===== src/rtl/mem_arbiter.sv =====
// -----------------------------------------------------------------------------
// mem_arbiter
//
// Shares the single address/data/rw port of the 16 x 32 working memory
// between the instruction-fetch unit (port A, read-only) and the load/store
// unit (port B, read/write). Each accepted request becomes one two-cycle
// access:
//   E0: request sampled in IDLE, grant and memory controls registered
//   E1: ACCESS closes, read data / error / rvalid registered, back to IDLE
// Ties go to the port that was not granted last. Addresses at or above DEPTH
// never reach the memory as writes and return zero data with err set.
//
// Ports
//   clk, rst           clock (posedge), asynchronous active-low reset
//   req_a, addr_a      port A read request
//   gnt_a              port A accepted (one-cycle pulse, ACCESS cycle)
//   rdata_a, rvalid_a  port A read data, valid pulse on the cycle after gnt_a
//   err_a              port A address was out of range (with rvalid_a)
//   req_b, we_b,       port B request, write enable, address, write data
//   addr_b, wdata_b
//   gnt_b, rdata_b,    port B accept / data / valid / error, as for port A;
//   rvalid_b, err_b    writes also return rvalid_b with rdata_b = 0
//   mem_addr, mem_in   memory address and write data (held between accesses)
//   mem_rw             memory write strobe, only ever high during ACCESS
//   mem_out            memory read data, combinational on mem_addr
// -----------------------------------------------------------------------------
module mem_arbiter #(
    parameter int DEPTH = 16,
    parameter int AW    = 16,
    parameter int DW    = 32
) (
    input  logic          clk,
    input  logic          rst,

    input  logic          req_a,
    input  logic [AW-1:0] addr_a,
    output logic          gnt_a,
    output logic [DW-1:0] rdata_a,
    output logic          rvalid_a,
    output logic          err_a,

    input  logic          req_b,
    input  logic          we_b,
    input  logic [AW-1:0] addr_b,
    input  logic [DW-1:0] wdata_b,
    output logic          gnt_b,
    output logic [DW-1:0] rdata_b,
    output logic          rvalid_b,
    output logic          err_b,

    output logic [AW-1:0] mem_addr,
    output logic [DW-1:0] mem_in,
    output logic          mem_rw,
    input  logic [DW-1:0] mem_out
);

    typedef enum logic {
        IDLE   = 1'b0,
        ACCESS = 1'b1
    } state_t;

    localparam logic [AW-1:0] LIMIT = AW'(DEPTH);

    state_t        state_q, state_d;
    logic          last_b_q, last_b_d;     // 1: port B received the last grant
    logic          sel_b_q, sel_b_d;       // port owning the access in flight
    logic          wr_q, wr_d;             // access in flight is a port B write
    logic          in_range_q, in_range_d;

    logic          gnt_a_q, gnt_a_d;
    logic          gnt_b_q, gnt_b_d;
    logic [DW-1:0] rdata_a_q, rdata_a_d;
    logic [DW-1:0] rdata_b_q, rdata_b_d;
    logic          rvalid_a_q, rvalid_a_d;
    logic          rvalid_b_q, rvalid_b_d;
    logic          err_a_q, err_a_d;
    logic          err_b_q, err_b_d;
    logic [AW-1:0] mem_addr_q, mem_addr_d;
    logic [DW-1:0] mem_in_q, mem_in_d;
    logic          mem_rw_q, mem_rw_d;

    logic          win_b;
    logic [AW-1:0] win_addr;
    logic          win_in_range;
    logic [DW-1:0] ret_data;

    always_comb begin
        state_d      = state_q;
        last_b_d     = last_b_q;
        sel_b_d      = sel_b_q;
        wr_d         = wr_q;
        in_range_d   = in_range_q;
        gnt_a_d      = gnt_a_q;
        gnt_b_d      = gnt_b_q;
        rdata_a_d    = rdata_a_q;
        rdata_b_d    = rdata_b_q;
        mem_addr_d   = mem_addr_q;
        mem_in_d     = mem_in_q;
        mem_rw_d     = mem_rw_q;
        // Response flags are one-cycle pulses; only the ACCESS close sets them.
        rvalid_a_d   = 1'b0;
        rvalid_b_d   = 1'b0;
        err_a_d      = 1'b0;
        err_b_d      = 1'b0;

        // B wins when it is alone, or on a tie when A was granted last.
        win_b        = req_b & (~req_a | ~last_b_q);
        win_addr     = win_b ? addr_b : addr_a;
        win_in_range = (win_addr < LIMIT);
        // Writes and out-of-range accesses return zero data.
        ret_data     = (in_range_q && !wr_q) ? mem_out : '0;

        unique case (state_q)
            IDLE: begin
                if (req_a || req_b) begin
                    state_d    = ACCESS;
                    last_b_d   = win_b;
                    sel_b_d    = win_b;
                    wr_d       = win_b & we_b;
                    in_range_d = win_in_range;
                    gnt_a_d    = ~win_b;
                    gnt_b_d    = win_b;
                    mem_addr_d = win_addr;
                    if (win_b) begin
                        mem_in_d = wdata_b;
                    end
                    // An out-of-range write must never strobe the memory.
                    mem_rw_d   = win_b & we_b & win_in_range;
                end
            end

            ACCESS: begin
                state_d  = IDLE;
                gnt_a_d  = 1'b0;
                gnt_b_d  = 1'b0;
                mem_rw_d = 1'b0;
                if (sel_b_q) begin
                    rdata_b_d  = ret_data;
                    rvalid_b_d = 1'b1;
                    err_b_d    = ~in_range_q;
                end else begin
                    rdata_a_d  = ret_data;
                    rvalid_a_d = 1'b1;
                    err_a_d    = ~in_range_q;
                end
            end

            default: begin
                state_d = IDLE;
            end
        endcase
    end

    // Reset clears everything asynchronously; an access caught by reset is
    // dropped with no write commit and no response.
    always_ff @(posedge clk or negedge rst) begin
        if (!rst) begin
            state_q    <= IDLE;
            last_b_q   <= 1'b1;
            sel_b_q    <= 1'b0;
            wr_q       <= 1'b0;
            in_range_q <= 1'b0;
            gnt_a_q    <= 1'b0;
            gnt_b_q    <= 1'b0;
            rdata_a_q  <= '0;
            rdata_b_q  <= '0;
            rvalid_a_q <= 1'b0;
            rvalid_b_q <= 1'b0;
            err_a_q    <= 1'b0;
            err_b_q    <= 1'b0;
            mem_addr_q <= '0;
            mem_in_q   <= '0;
            mem_rw_q   <= 1'b0;
        end else begin
            state_q    <= state_d;
            last_b_q   <= last_b_d;
            sel_b_q    <= sel_b_d;
            wr_q       <= wr_d;
            in_range_q <= in_range_d;
            gnt_a_q    <= gnt_a_d;
            gnt_b_q    <= gnt_b_d;
            rdata_a_q  <= rdata_a_d;
            rdata_b_q  <= rdata_b_d;
            rvalid_a_q <= rvalid_a_d;
            rvalid_b_q <= rvalid_b_d;
            err_a_q    <= err_a_d;
            err_b_q    <= err_b_d;
            mem_addr_q <= mem_addr_d;
            mem_in_q   <= mem_in_d;
            mem_rw_q   <= mem_rw_d;
        end
    end

    assign gnt_a    = gnt_a_q;
    assign rdata_a  = rdata_a_q;
    assign rvalid_a = rvalid_a_q;
    assign err_a    = err_a_q;
    assign gnt_b    = gnt_b_q;
    assign rdata_b  = rdata_b_q;
    assign rvalid_b = rvalid_b_q;
    assign err_b    = err_b_q;
    assign mem_addr = mem_addr_q;
    assign mem_in   = mem_in_q;
    assign mem_rw   = mem_rw_q;

endmodule


===== config.mk =====
export PLATFORM = sky130hd
export DESIGN_NAME = mem_arbiter
export DESIGN_NICKNAME = d
export VERILOG_FILES = /design/src/rtl/mem_arbiter.sv
export SDC_FILE = /design/constraint.sdc
export NUM_CORES = 1
export LEC_CHECK = 0
export CORE_MARGIN = 10
export CORE_UTILIZATION = 45
export DETAILED_ROUTE_END_ITERATION = 10
export GPL_ROUTABILITY_DRIVEN = 0
export HOLD_SLACK_MARGIN = 0.15
export PLACE_DENSITY = 0.85
export SYNTH_ARGS = -nofsm -noshare
export SYNTH_HDL_FRONTEND = slang
export SYNTH_SLANG_ARGS = --single-unit

===== constraint.sdc =====
create_clock -name clk -period 4.32 [get_ports clk]
set_clock_uncertainty 0.15 [all_clocks]
set_input_delay 1.08 -clock clk [delete_from_list [all_inputs] [get_ports clk]]
set_output_delay 1.08 -clock clk [all_outputs]
set_load 0.02 [all_outputs]

# == Word-level counts from Yosys, hierarchy flattened ==
# Cells that the tools add are included.
# totals
regBits,124
output_inout_bits,119
inputBits,101
wordCells,53
# classes
n_eq_ne,1
n_mux,18
n_reduce_logical,7
n_bitwise,10
n_lt_le_gt_ge,1
# ops
operator,n
$mux 32,1
$lt 16x5->1 const B,1
$mux 16,1
$mux 1,12
$pmux 1 s2,4
$not 1->1,6
$reduce_and 2->1,3
$and 1x1->1,3
$reduce_and 3->1,1
$ne 2x2->1 const B,1
$logic_and 1x1->1,1
$logic_not 1->1,1
$logic_or 1x1->1,1
$or 1x1->1,1

# == Longest topological paths before layout ==
# depth
ltp_word,8
ltp_mapped,5
ltp_nobuf,3

# == Worst setup path after synthesis ==
# Ideal clock, no wire load.
# synth_timing
kind,in2reg
from,input port req_b
to,register mem_in_q[10] (netlist: mem_in[10])
path_buffers,2
setup_slack_ns,1.997
arrival_time_ns,2.048
setup_ns,0.125
stages,5
t_required_ns,4.045
cell_sequence,a21bo_1 -> buf_6 -> nor2_8 -> buf_12 -> mux2_4
# synth_via
elab_chain_cells,2
elab_cells_between_ends,3
classes_between,bitwise: 1; reduce/logical: 2
# synth_lines
element,line,source
start: declaration,42,"input logic req_b,"
$and 1x1->1 / $logic_or 1x1->1 (equally long branches),"107, 115",
$reduce_and 3->1 (no source line) *,--,
end signal: assignment,189,mem_in_q <= mem_in_d;
end: declaration,79,"logic [DW-1:0] mem_in_q, mem_in_d;"
# Mark *: on every way between the ends. The rest lies on a longest branch, timed or not.
# A chain may end at the register's enable or synchronous reset.

# == Worst setup path after layout ==
# layout_timing
from,register mem_in_q[20] (netlist: mem_in[20])
to,output port mem_in[20]
# layout_lines
element,line,source
end: declaration,52,"output logic [DW-1:0] mem_in,"
# No word-level cell between the ends.

==> flow_summary.ini <==
[timing]
min_period_ps = 2770
grt_setup_unrepaired = no
setup_ws_ps = 1550
slew_viol_final = 0
fin_tns_setup_ps = 0
min_period_over_period_pct = 64.2
setup_viol = 0
worst_pin_slew_ps = 1160
clock.fmax_mhz = 361
maxSlewHeadroom_pct = 22.4
hold_viol = 0

[floorplanning]
boundaryPins = 220
die-area_um2 = 15500
die_w_um = 125
row_count = 38
start_util_pct = 45.7
core_area_um2 = 10800
die_y_um = 125

[cells_and_area]
fillerInstances = 725
multi_input_area_um2 = 1640
regArea_um2 = 3100
drive_gt1_share_pct = 11.8
nNetsFinal = 740
mostFrequentLayoutCell = clkdlybuf4s50_1
antenna_cells = 0
area_growth_pct = 58.7
final_cell_mix = 218 x clkdlybuf4s50_1, 123 x dfrtp_1, 114 x nand2_1, 81 x o21ai_0, 26 x mux2_4

[worst_setup_path]
required_ps = 3090
crit_buf_inv = 1
cp-end-kind = output port
critPathTopFamily = buffers and inverters
path_class = flop to output port
arrival_ps = 1540
crit_path_top_delay_cell = clkdlybuf4s50_1
slowest_delay_ps = 630
crit_chain = clkdlybuf4s50_1
critPathMaxFanout = 2
start_kind = flop

[yosys]
yosys_most_used_dff = dfrtp_1
synth_xor_area_share_pct = 0
syn_inst = 423
netlist.area_leader.share_pct = 62.5
syn_nets = 524
synth_area_um2 = 4930
synth-simple-area-share_pct = 10.8
synth_area_leaders = dfrtp_1 62%, nand2_1 8.8%, o21ai_0 8.2%
synth_edf_count = 0
synth_compound_area_share_pct = 9.75
synth_top_family_by_area = multiplexers
synth.distinct_cells = 26
yosysWarnings = 0
synth_top_area_cell = dfrtp_1
synthMuxAreaShare_pct = 12.5
synth_fa_ha_area_share_pct = 0
async_reset_ff_share_pct = 100
ys_seq_area_share_pct = 63.0
avgSynthCellArea_um2 = 11.7
synth-seq-cells = 124

[placed_design]
post-place-ws_ps = 1140
port_buffers = 219
dp_hpwl_mm = 11.0

[cts]
htree_levels = 4
clk_latency_ps = 510
cts_hold_buf = 0
clk_path_buf_depth = 2
clock-root-buffer = clkbuf_8
clock-sinks = 124
cts_buffers = 17
cts_tree = yes
path_clk_slew_ps = 60
post-cts-setup-buffers = 0
post_cts_resized = 0

[detailed_routing]
drt-met1-wl_mm = 5.93
top_layer = met4
dr.pass1.iters = 4
drc_errors = 0
ant_nets = 0
wire_per_inst_um = 19.3
detailroute.via_count = 3958
wl_met2_mm = 7.94
wl_met3_mm = 1.12
viasPerCell = 5.00
drtIter0Drc = 287
drt-total-wl_mm = 15.3

[global_routing]
grt_pass1_wl_mm = 24.2
track_usage_pct = 19.5
grt_antenna_before_repair = 0
grt_overflow = 0
grt_pass1_vias = 4300
grt_max_degree = 71

[outcome]
outcome = completed

[power]
power_density_nw_per_um2 = 593
p_leak_nw = 3.43
ir_drop_v = 0.000348
p_total_mw = 4.64

[min_path]
hold_class = flop to flop

[flow_run]
max_cap_viol_count = 0
## final cells by class
type	instances	area share, %
clock inverter	14	2.78
inverter	4	0.192
sequential	124	39.7
multi-input combinational	268	21.0
tap	140	2.24
timing repair buffer	224	28.6
clock buffer	18	5.47
## metrics by stage
| step | instance area, um^2 | instances | util, % | hold slack [ps] |
|---|---|---|---|---|
| 6_report | 7820 | 792 | 72.5 | 321 |
| 5_1_grt | 7820 | 792 | 72.5 | 352 |
| 4_1_cts | 7820 | 792 | 72.5 | 324 |
| 3_5_place_dp | 7180 | 760 | 66.5 | 312 |
| 3_3_place_gp | 7180 | 760 | 66.5 | 308 |
| 2_1_floorplan | 4930 | 423 | - | 291 |
## where the power goes
group	switching [mW]	internal (mW)	total (mW)
Sequential	0.167	1.44	1.61
Combinational	0.767	0.729	1.50
Clock	0.526	1.01	1.54
## routing by layer
metal,vias up,GRT usage [%]
li1,1856,-
met1,1918,21.8
met2,162,33.4
met3,22,6.98
met4,0,7.20
met5,-,0
## path summary, 6_finish.rpt
kind / startpoint / slack, ps / cells after the start / to
min: mem_rw / 320 / 2 / mem_rw
min reg2reg: mem_rw / 320 / 2 / mem_rw
max reg2reg: state_q / 2160 / 2 / rdata_a[18]
min in group asynchronous: rst / 530 / 1 / mem_addr[4]
max in group asynchronous: rst / 2650 / 2 / mem_in[5]
max: mem_in[20] / 1550 / 1 / mem_in[20]
## cells in the mapped netlist (all sizes together), types with 2 or more instances
master	number
inv	4
nor2b	2
mux2i	16
nor4	6
buf	15
nand4	2
a21o	3
nand2	115
clkbuf	12
dfrtp	123
nor2	3
o21ai	81
mux2	32
## logic make-up (layout without fill, tap and decap cells)
family          after synthesis  after routing
buf+inv                      31            260
compound gates               90             90
simple gates                130            130
mux                          48             48
flops                       124            124
## state kept, by name (all words and copies together) (netlist names)
| name | count |
|---|---|
| rdata_b | 32 |
| last_b_q | 1 |
| gnt_b | 1 |
| mem_in | 32 |
| wr_q | 1 |
| mem_rw | 1 |
| sel_b_q | 1 |
| mem_addr | 16 |
| err_a | 1 |
| rdata_a | 32 |
| gnt_a | 1 |
| in_range_q | 1 |
| err_b | 1 |
| state_q | 1 |
| rvalid_a | 1 |
| rvalid_b | 1 |
(Power assumes the default switching activity.)
